`config.mk`:
```
export PLATFORM = sky130hd
export DESIGN_NAME = sram_sdp_pipe
export DESIGN_NICKNAME = d
export VERILOG_FILES = /design/src/rtl/sram_pkg.sv /design/src/rtl/sram_clear_seq.sv /design/src/rtl/sram_sdp_pipe.sv
export SDC_FILE = /design/constraint.sdc
export NUM_CORES = 1
export LEC_CHECK = 0
export ABC_CLOCK_PERIOD_IN_PS = 2600
export CORE_MARGIN = 2
export CORE_UTILIZATION = 50
export CTS_CLUSTER_SIZE = 20
export DETAILED_ROUTE_END_ITERATION = 10
export PLACE_DENSITY = 0.66
export SLEW_MARGIN = 10
export SYNTH_ARGS = -nofsm -noshare
export SYNTH_HDL_FRONTEND = slang
export SYNTH_SLANG_ARGS = --single-unit
```
`constraint.sdc`:
```
create_clock -name clk -period 2.6 [get_ports clk]
set_input_delay 0.39 -clock clk [delete_from_list [all_inputs] [get_ports clk]]
set_output_delay 0.39 -clock clk [all_outputs]
set_load 0.02 [all_outputs]
```
`src/rtl/sram_pkg.sv`:
```
// -----------------------------------------------------------------------------
// sram_pkg
// Shared definitions for the simple-dual-port RAM (sram_sdp_pipe):
//   - RDW_OLD / RDW_NEW : read-during-write mode selectors
//   - sram_state_t      : CLEAR / READY encoding of the clear sequencer
//   - byte_merge()      : merges a new word into an old word under byte enables
// -----------------------------------------------------------------------------
package sram_pkg;

    localparam int RDW_OLD = 0;
    localparam int RDW_NEW = 1;

    // Widest word byte_merge() handles. Callers size-cast their operands
    // to this width and cast the result back to their own width.
    localparam int MERGE_MAX_W = 1024;
    localparam int MERGE_MAX_B = MERGE_MAX_W / 8;

    typedef enum logic {
        CLEAR = 1'b0,
        READY = 1'b1
    } sram_state_t;

    // Enabled bytes come from new_word, disabled bytes keep old_word.
    function automatic logic [MERGE_MAX_W-1:0] byte_merge(
        input logic [MERGE_MAX_W-1:0] old_word,
        input logic [MERGE_MAX_W-1:0] new_word,
        input logic [MERGE_MAX_B-1:0] be
    );
        logic [MERGE_MAX_W-1:0] res;
        res = old_word;
        for (int b = 0; b < MERGE_MAX_B; b++) begin
            if (be[b]) begin
                res[8*b +: 8] = new_word[8*b +: 8];
            end
        end
        return res;
    endfunction

endpackage

```
`src/rtl/sram_clear_seq.sv`:
```
// -----------------------------------------------------------------------------
// sram_clear_seq
// CLEAR/READY state machine with an address counter. After reset it walks
// every address once, requesting an all-zero write per cycle, then settles
// in READY. With CLEAR_ON_RESET=0 reset goes straight to READY.
// Ports:
//   clk       in   clock (rising edge)
//   rst       in   synchronous active-high reset; restarts the clear at 0
//   busy      out  1 while the clear is in progress
//   clr_we    out  clear write strobe
//   clr_addr  out  address being cleared
// -----------------------------------------------------------------------------
module sram_clear_seq
    import sram_pkg::*;
#(
    parameter int ADDR_W         = 6,
    parameter int CLEAR_ON_RESET = 1
) (
    input  logic              clk,
    input  logic              rst,
    output logic              busy,
    output logic              clr_we,
    output logic [ADDR_W-1:0] clr_addr
);

    sram_state_t       r_state;
    sram_state_t       w_state_next;
    logic [ADDR_W-1:0] r_cnt;
    logic [ADDR_W-1:0] w_cnt_next;
    logic              w_clr_we;

    always_ff @(posedge clk) begin
        if (rst) begin
            r_state <= (CLEAR_ON_RESET != 0) ? CLEAR : READY;
            r_cnt   <= '0;
        end else begin
            r_state <= w_state_next;
            r_cnt   <= w_cnt_next;
        end
    end

    always_comb begin
        w_state_next = r_state;
        w_cnt_next   = r_cnt;
        w_clr_we     = 1'b0;
        case (r_state)
            CLEAR: begin
                w_clr_we   = 1'b1;
                w_cnt_next = r_cnt + ADDR_W'(1);
                // Leave on the same edge that writes the last address.
                if (r_cnt == '1) begin
                    w_state_next = READY;
                end
            end
            READY: begin
                w_clr_we = 1'b0;
            end
            default: begin
                w_state_next = READY;
            end
        endcase
    end

    assign busy     = (r_state == CLEAR);
    assign clr_we   = w_clr_we;
    assign clr_addr = r_cnt;

endmodule

```
`src/rtl/sram_sdp_pipe.sv`:
```
// -----------------------------------------------------------------------------
// sram_sdp_pipe
// Simple-dual-port synchronous RAM with per-byte write enables, 1- or 2-cycle
// read latency, selectable read-during-write behaviour, a read-valid strobe
// and an optional zero-fill after reset.
// Ports:
//   clk, rst            clock, synchronous active-high reset
//   wr_en/addr/data/be  write port (be bit i enables wr_data[8i+7:8i])
//   rd_en/addr          read request
//   rd_data, rd_valid   registered read result, RD_LAT cycles after request
//   busy                clear in progress; requests are dropped
// -----------------------------------------------------------------------------
module sram_sdp_pipe
    import sram_pkg::*;
#(
    parameter int DATA_W         = 8,
    parameter int ADDR_W         = 6,
    parameter int RD_LAT         = 1,
    parameter int RDW_MODE       = 0,
    parameter int CLEAR_ON_RESET = 1
) (
    input  logic                clk,
    input  logic                rst,
    input  logic                wr_en,
    input  logic [ADDR_W-1:0]   wr_addr,
    input  logic [DATA_W-1:0]   wr_data,
    input  logic [DATA_W/8-1:0] wr_be,
    input  logic                rd_en,
    input  logic [ADDR_W-1:0]   rd_addr,
    output logic [DATA_W-1:0]   rd_data,
    output logic                rd_valid,
    output logic                busy
);

    localparam int NB    = DATA_W / 8;
    localparam int DEPTH = 2 ** ADDR_W;

    logic              w_busy;
    logic              w_clr_we;
    logic [ADDR_W-1:0] w_clr_addr;

    sram_clear_seq #(
        .ADDR_W         (ADDR_W),
        .CLEAR_ON_RESET (CLEAR_ON_RESET)
    ) u_clear_seq (
        .clk      (clk),
        .rst      (rst),
        .busy     (w_busy),
        .clr_we   (w_clr_we),
        .clr_addr (w_clr_addr)
    );

    assign busy = w_busy;

    // User requests are only honoured once the clear has finished.
    logic w_usr_we;
    logic w_usr_re;
    assign w_usr_we = wr_en & ~w_busy;
    assign w_usr_re = rd_en & ~w_busy;

    // Write-port mux: the clear engine owns the port while busy.
    logic              w_mem_we;
    logic [ADDR_W-1:0] w_mem_addr;
    logic [DATA_W-1:0] w_mem_data;
    logic [NB-1:0]     w_mem_be;

    assign w_mem_we   = w_clr_we | w_usr_we;
    assign w_mem_addr = w_clr_we ? w_clr_addr : wr_addr;
    assign w_mem_data = w_clr_we ? '0 : wr_data;
    assign w_mem_be   = w_clr_we ? '1 : wr_be;

    // One byte-wide array per lane so byte enables map onto independent
    // write strobes.
    logic [DATA_W-1:0] w_rd_word;

    for (genvar gi = 0; gi < NB; gi++) begin : g_lane
        logic [7:0] r_mem [DEPTH];

        always_ff @(posedge clk) begin
            if (w_mem_we && w_mem_be[gi]) begin
                r_mem[w_mem_addr] <= w_mem_data[8*gi +: 8];
            end
        end

        assign w_rd_word[8*gi +: 8] = r_mem[rd_addr];
    end

    // New-data bypass: a same-address write on this edge is folded into the
    // captured word. In old-data mode the array read naturally returns the
    // pre-write contents.
    logic              w_byp_hit;
    logic [DATA_W-1:0] w_merged;
    logic [DATA_W-1:0] w_rd_next;

    assign w_byp_hit = (RDW_MODE == RDW_NEW) && w_usr_we && (wr_addr == rd_addr);
    assign w_merged  = DATA_W'(byte_merge(MERGE_MAX_W'(w_rd_word),
                                          MERGE_MAX_W'(wr_data),
                                          MERGE_MAX_B'(wr_be)));
    assign w_rd_next = w_byp_hit ? w_merged : w_rd_word;

    // Stage 1: capture register. Data only moves on an accepted read so the
    // output holds its last value through idle cycles.
    logic              r_s1_valid;
    logic [DATA_W-1:0] r_s1_data;

    always_ff @(posedge clk) begin
        if (rst) begin
            r_s1_valid <= 1'b0;
            r_s1_data  <= '0;
        end else begin
            r_s1_valid <= w_usr_re;
            if (w_usr_re) begin
                r_s1_data <= w_rd_next;
            end
        end
    end

    if (RD_LAT == 2) begin : g_lat2
        logic              r_s2_valid;
        logic [DATA_W-1:0] r_s2_data;

        always_ff @(posedge clk) begin
            if (rst) begin
                r_s2_valid <= 1'b0;
                r_s2_data  <= '0;
            end else begin
                r_s2_valid <= r_s1_valid;
                if (r_s1_valid) begin
                    r_s2_data <= r_s1_data;
                end
            end
        end

        assign rd_data  = r_s2_data;
        assign rd_valid = r_s2_valid;
    end else begin : g_lat1
        assign rd_data  = r_s1_data;
        assign rd_valid = r_s1_valid;
    end

endmodule
```
# After elaboration in Yosys (flattened, before gate mapping)
# Memories as Yosys holds them, arrays and structs flattened. A register that Yosys moved wholly into a read port is not among the register bits.
# Cells that the tools add are included.
[classes]
reduce_logical = 1
n_mux = 8
bitwise_logic = 4
n_addsub = 1
eq_ne = 1
[ops]
columns = ["op", "count"]
rows = [
  ["$mux 8", 1],
  ["$add 6x1->6 const B", 1],
  ["$eq 6x6->1 const B", 1],
  ["$mux 6", 1],
  ["$mux 1", 5],
  ["$and 1x1->1", 2],
  ["$pmux 1 s2", 1],
  ["$logic_and 1x1->1", 1],
  ["$not 1->1", 1],
  ["$or 1x1->1", 1],
]
[word_totals]
memories = 1
wordCells = 19
ramBits = 512
register_bits = 8
[mem_list]
columns = ["memory", "words", "width", "read_ports", "rd_clocked_by_memory_dff", "write_ports", "line_no", "source"]
rows = [
  ["g_lane[0].r_mem", 64, 8, 1, 1, 1, "sram_sdp_pipe.sv:77", "logic [7:0] r_mem [DEPTH];"],
]

# Depth between registers and ports, before layout
[depth]
depth_word = 6
depth_mapped = 9
depth_no_buf = 5

# Hierarchy
# From an unflattened synthesis, not the netlist that was laid out.
[hier_totals]
cells_unflattened = 1113
hier_area_um2 = 20791.2
[modules_own_cells]
columns = ["mod", "instances", "seq_area_each_um2", "area_each_um2", "cells_per_inst"]
rows = [
  ["sram_sdp_pipe", 1, 15554.9, 20488.4, 1083],
  ["sram_clear_seq", 1, 140.1, 302.8, 30],
]

# Least setup slack after synthesis
# OpenSTA, ideal clock, no wires.
[synth_path]
path_type = "reg-to-reg"
startpoint = "register u_clear_seq.r_state"
endpoint = "memory g_lane[0].r_mem[0][0], data pin"
stages_incl_launch_ff = 5
setup_slack_ns = 0.258
arrival_time_ns = 1.975
path_buffers = 3
required_ns = 2.233
path_cell_list = "dfxtp_1 > clkbuf_1 > clkbuf_1 > clkbuf_1 > and2_1"
[synth_between]
elab_chain_cells = 3
[synth_rtl]
columns = ["item", "line_no", "source"]
rows = [
  ["start, declared", "sram_clear_seq.sv:26", "sram_state_t r_state;"],
  ["start signal, assigned", "sram_clear_seq.sv:34", "r_state <= (CLEAR_ON_RESET != 0) ? CLEAR : READY;"],
  ["start signal, assigned", "sram_clear_seq.sv:37", "r_state <= w_state_next;"],
  ["$not 1->1", "sram_clear_seq.sv:46", "case (r_state)"],
  ["$pmux 1 s2 (*)", "sram_clear_seq.sv:46", ""],
  ["$mux 8 (*)", "sram_sdp_pipe.sv:69", "assign w_mem_data = w_clr_we ? '0 : wr_data;"],
  ["net w_mem_data[0]", "sram_sdp_pipe.sv:64", "logic [DATA_W-1:0] w_mem_data;"],
  ["end, declared", "sram_sdp_pipe.sv:77", ""],
]
# The timed path passes the listed nets; every way through them passes the cells marked *.

# Final worst setup path
[layout_path]
startpoint = "register u_clear_seq.r_state"
endpoint = "output busy"
[layout_between]
elab_chain_cells = 1
[layout_rtl]
columns = ["item", "line_no", "source"]
rows = [
  ["$not 1->1", "sram_clear_seq.sv:64", "assign busy = (r_state == CLEAR);"],
  ["end, declared", "sram_sdp_pipe.sv:32", "output logic busy"],
]
# Every way passes these cells.

==> metrics.txt <==
# TYPE chip_impl_metric gauge
chip_impl_info{name="cts_tree",value="built"} 1
chip_impl_info{name="setup.worst_path.class",value="register to output port"} 1
chip_impl_info{name="top_layer",value="met4"} 1
chip_impl_metric{name="gp_congestion",unit=""} 0.890
chip_impl_metric{name="route.met3.wl",unit="µm"} 3510
chip_impl_metric{name="fin_worst_hold_slack",unit="ps"} 484
chip_impl_metric{name="grt_max_degree",unit=""} 65
chip_impl_metric{name="syn2layout_area_growth",unit="%"} 17.4
chip_impl_info{name="synth_ff_type",value="sky130_fd_sc_hd__edfxtp_1"} 1
chip_impl_metric{name="share_of_total_power_in_the_clock_network",unit=""} 0.414
chip_impl_metric{name="min_period_over_period",unit=""} 0.932
chip_impl_metric{name="grt.overflow.total",unit=""} 0
chip_impl_metric{name="post_drt_via_cell_ratio",unit=""} 5.91
chip_impl_metric{name="num-nets-final",unit=""} 1258
chip_impl_metric{name="report.power.total",unit="µW"} 17200
chip_impl_info{name="cp_startpoint_kind",value="register"} 1
chip_impl_metric{name="drt-total-wl",unit="µm"} 46200
chip_impl_metric{name="power_density_of_the_placed_cells",unit="nW/µm²"} 705
chip_impl_metric{name="synth_simple_gate_area_frac",unit=""} 0.0426
chip_impl_metric{name="clock.fmax",unit="GHz"} 0.413
chip_impl_metric{name="synth_cells",unit=""} 1062
chip_impl_info{name="rsz0062_at_grt",value="false"} 1
chip_impl_metric{name="initialDrtViolationCount",unit=""} 1247
chip_impl_metric{name="finalHoldViolCount",unit=""} 0
chip_impl_metric{name="drive_gt1_frac",unit=""} 0.271
chip_impl_metric{name="synth-xor-area-share",unit=""} 0.00169
chip_impl_metric{name="irDropWorstVdd",unit="mV"} 0.472
chip_impl_metric{name="post_cts_resized",unit=""} 0
chip_impl_metric{name="route.layer.met1.wl",unit="µm"} 19400
chip_impl_metric{name="synthAdderAreaFrac",unit=""} 0.000603
chip_impl_metric{name="wl_met2",unit="µm"} 22200
chip_impl_metric{name="final-setup-viol-count",unit=""} 0
chip_impl_metric{name="switching_power",unit="µW"} 3490
chip_impl_metric{name="drc",unit=""} 0
chip_impl_metric{name="max_slew.worst_pin.slew",unit="ps"} 1200
chip_impl_metric{name="detailedRoute.firstPassIterationCount",unit=""} 5
chip_impl_metric{name="std_cell_rows",unit=""} 74
chip_impl_info{name="run_status",value="complete, no violations"} 1
chip_impl_metric{name="critPathMaxFanout",unit=""} 10
chip_impl_metric{name="synth_unique_cells",unit=""} 43
chip_impl_metric{name="postCtsSetupRepairBufs",unit=""} 0
chip_impl_info{name="post-synth-top-count-cell",value="sky130_fd_sc_hd__edfxtp_1"} 1
chip_impl_metric{name="initial_utilization",unit=""} 0.507
chip_impl_metric{name="synth_edf_count",unit=""} 512
chip_impl_metric{name="p_comb_frac",unit=""} 0.047
chip_impl_info{name="setup.worst_path.end_class",value="output port"} 1
chip_impl_metric{name="power_frac_seq",unit=""} 0.539
chip_impl_info{name="synth_top_family_by_area",value="multiplexers"} 1
chip_impl_metric{name="place_hpwl",unit="µm"} 29400
chip_impl_metric{name="syn-cell-area",unit="µm²"} 20800
chip_impl_metric{name="relSlewSlack",unit=""} 0.200
chip_impl_metric{name="report.final.slew_viol_count",unit=""} 0
chip_impl_metric{name="insertedDiodeCount",unit=""} 0
chip_impl_metric{name="crit_arrival",unit="ps"} 2030
chip_impl_metric{name="count_of_input_and_output_buffers",unit=""} 34
chip_impl_metric{name="synthArstFlopShare",unit=""} 0
chip_impl_metric{name="synth_largest_type_area_fraction",unit=""} 0.741
chip_impl_metric{name="fin_crit",unit="ps"} 2420
chip_impl_metric{name="die_y",unit="µm"} 208
chip_impl_metric{name="cp_data_required_time",unit="ps"} 2210
chip_impl_metric{name="avgSynthCellArea",unit="µm²"} 19.5
chip_impl_metric{name="post_drt_wl_per_cell",unit="µm"} 25.6
chip_impl_metric{name="die_area",unit="µm²"} 43200
chip_impl_metric{name="share_of_the_synthesized_area_in_compound_gates_ao_oa_aoi_oai",unit=""} 0.0271
chip_impl_metric{name="static-leakage-power",unit="µW"} 0.00841
chip_impl_metric{name="fin_worst_skew",unit="ps"} 22.5
chip_impl_metric{name="clock_tree.htree_level_count",unit=""} 2
chip_impl_metric{name="internal_power",unit="µW"} 13700
chip_impl_metric{name="max-cap-violations",unit=""} 0
chip_impl_metric{name="die-width",unit="µm"} 208
chip_impl_metric{name="max-clock-path-buffers",unit=""} 3
chip_impl_metric{name="cts_sink_cnt",unit=""} 528
chip_impl_metric{name="standard_cell_core_area",unit="µm²"} 40900
chip_impl_info{name="dominant_cell_type_by_area_after_synthesis",value="sky130_fd_sc_hd__edfxtp_1"} 1
chip_impl_metric{name="numCtsBuffers",unit=""} 51
chip_impl_metric{name="io-pin-count",unit=""} 35
chip_impl_metric{name="syn_nets",unit=""} 1088
chip_impl_metric{name="power_switching_share",unit=""} 0.203
chip_impl_metric{name="synth_mux_area_frac",unit=""} 0.158
chip_impl_metric{name="grt_first_pass_wirelength",unit="µm"} 69300
chip_impl_metric{name="seq_area_frac_synth",unit=""} 0.756
chip_impl_metric{name="vias",unit=""} 10700
chip_impl_metric{name="globalRouteTotalUtil",unit=""} 0.217
chip_impl_info{name="cts_root_buffer",value="sky130_fd_sc_hd__clkbuf_16"} 1
chip_impl_info{name="synthTopCellsByArea",value="sky130_fd_sc_hd__edfxtp_1, sky130_fd_sc_hd__mux4_2, sky130_fd_sc_hd__mux2i_1, sky130_fd_sc_hd__dfxtp_1, sky130_fd_sc_hd__nor2_1"} 1
chip_impl_metric{name="grt_pass1_vias",unit=""} 10800
chip_impl_metric{name="detail-route-antenna-nets",unit=""} 0
chip_impl_info{name="worst_hold_path_type",value="primary input to register"} 1
chip_impl_metric{name="grt_antenna_before_repair",unit=""} 0
chip_impl_metric{name="worst_skew_pair.late_latency",unit="ps"} 600
chip_impl_metric{name="ys_seq_elements",unit=""} 528
chip_impl_metric{name="syn_warnings",unit=""} 0
chip_impl_metric{name="reg_clk_slew_reported_paths",unit="ps"} 60
chip_impl_metric{name="cts_hold_buf",unit=""} 0
chip_impl_info{name="post_synth_most_frequent_cells",value="sky130_fd_sc_hd__edfxtp_1, sky130_fd_sc_hd__mux4_2, sky130_fd_sc_hd__nor2_1, sky130_fd_sc_hd__mux2i_1, sky130_fd_sc_hd__nand2_1"} 1
## cells by family (layout without fill, tap and decap cells)
| family | count (synthesis) | after routing |
|---|---|---|
| simple gates | 200 | 200 |
| fa+ha+maj | 1 | 1 |
| buf+inv | 57 | 267 |
| compound gates | 78 | 78 |
| xor+xnor | 4 | 4 |
| mux | 194 | 194 |
| flops | 528 | 528 |
## per-stage QoR
| step | setup WS (ps) | util | cells | area [µm²] | TNS (ps) |
|---|---|---|---|---|---|
| 2_1_floorplan | 258 | - | 1062 | 20800 | 0 |
| 3_3_place_gp | 9.25 | 0.557 | 1711 | 22800 | 0 |
| 3_5_place_dp | -25.6 | 0.557 | 1711 | 22800 | -215 |
| 4_1_cts | 176 | 0.595 | 1804 | 24400 | 0 |
| 5_1_grt | 64.3 | 0.595 | 1804 | 24400 | 0 |
| 6_report | 177 | 0.595 | 1804 | 24400 | 0 |
## registers in the layout, summed over array words and instances, names as in the netlist
signal	count
g_lane.r_mem	512
rd_data	8
rd_valid	1
u_clear_seq.clr_addr	6
u_clear_seq.r_state	1
## layout make-up
type | instances | area [µm²]
timing repair buffer | 171 | 1620
multi-input combinational | 477 | 4790
inverter | 3 | 11.3
fill | 2974 | 16600
tap | 532 | 666
sequential | 528 | 15700
clock inverter | 27 | 234
clock buffer | 66 | 1350
## worst max-delay path, stage by stage, from the launching register on
cell and delay [ps]:
sky130_fd_sc_hd__dfxtp_1 570, sky130_fd_sc_hd__inv_1 120, sky130_fd_sc_hd__buf_4 200, sky130_fd_sc_hd__clkdlybuf4s50_1 550
## final timing paths
kind,from,to,slack (ps),cells past startpoint
worst max-delay path,u_clear_seq.r_state,busy,180,3
worst min-delay path,rd_addr[3],rd_data[5],480,4
worst max register to register,u_clear_seq.r_state,g_lane[0].r_mem[34][7],210,7
worst min register to register,u_clear_seq.clr_addr[3],u_clear_seq.clr_addr[3],570,2
## layout by cell type (no fill, tap or decap), types with 3 or more instances in the layout
cell | netlist | layout
sky130_fd_sc_hd__edfxtp_1 | 512 | 512
sky130_fd_sc_hd__buf_4 | 1 | 117
sky130_fd_sc_hd__mux4_2 | 105 | 105
sky130_fd_sc_hd__nor2_1 | 78 | 78
sky130_fd_sc_hd__mux2i_1 | 67 | 67
sky130_fd_sc_hd__nand2_1 | 55 | 55
sky130_fd_sc_hd__clkbuf_16 | 0 | 51
sky130_fd_sc_hd__clkdlybuf4s50_1 | 0 | 31
sky130_fd_sc_hd__nand3_1 | 26 | 26
sky130_fd_sc_hd__mux2_2 | 22 | 22
sky130_fd_sc_hd__a22oi_1 | 22 | 22
sky130_fd_sc_hd__buf_12 | 0 | 20
sky130_fd_sc_hd__a21oi_1 | 17 | 17
sky130_fd_sc_hd__dfxtp_1 | 16 | 16
sky130_fd_sc_hd__clkbuf_1 | 21 | 13
sky130_fd_sc_hd__clkinv_1 | 0 | 12
sky130_fd_sc_hd__nand4_1 | 10 | 10
sky130_fd_sc_hd__and2_2 | 0 | 8
sky130_fd_sc_hd__o211ai_1 | 7 | 7
sky130_fd_sc_hd__a221o_1 | 7 | 7
sky130_fd_sc_hd__clkinv_2 | 0 | 7
sky130_fd_sc_hd__o21ai_0 | 6 | 6
sky130_fd_sc_hd__nand2b_1 | 5 | 5
sky130_fd_sc_hd__nor2b_1 | 5 | 5
sky130_fd_sc_hd__nor3_1 | 4 | 4
sky130_fd_sc_hd__o221ai_1 | 4 | 4
sky130_fd_sc_hd__bufinv_16 | 0 | 4
sky130_fd_sc_hd__inv_1 | 3 | 3
sky130_fd_sc_hd__or3_1 | 3 | 3
sky130_fd_sc_hd__inv_6 | 0 | 3
## routing by layer
metal / vias up / global-route usage
li1: 4679 / -
met1: 5508 / 0.311
met2: 410 / 0.341
met3: 72 / 0.0461
met4: 0 / 0.0638
met5: - / 0
## power groups by stage
stage / clock network [µW] / registers (µW) / logic, µW
2_1_floorplan: 0 / 9430 / 473
3_3_place_gp: 0 / 9440 / 796
3_5_place_dp: 0 / 9440 / 798
4_1_cts: 7230 / 9260 / 802
5_1_grt: 7600 / 9260 / 844
6_report: 7110 / 9260 / 799
No activity file was read; power rests on OpenSTA's default activity.
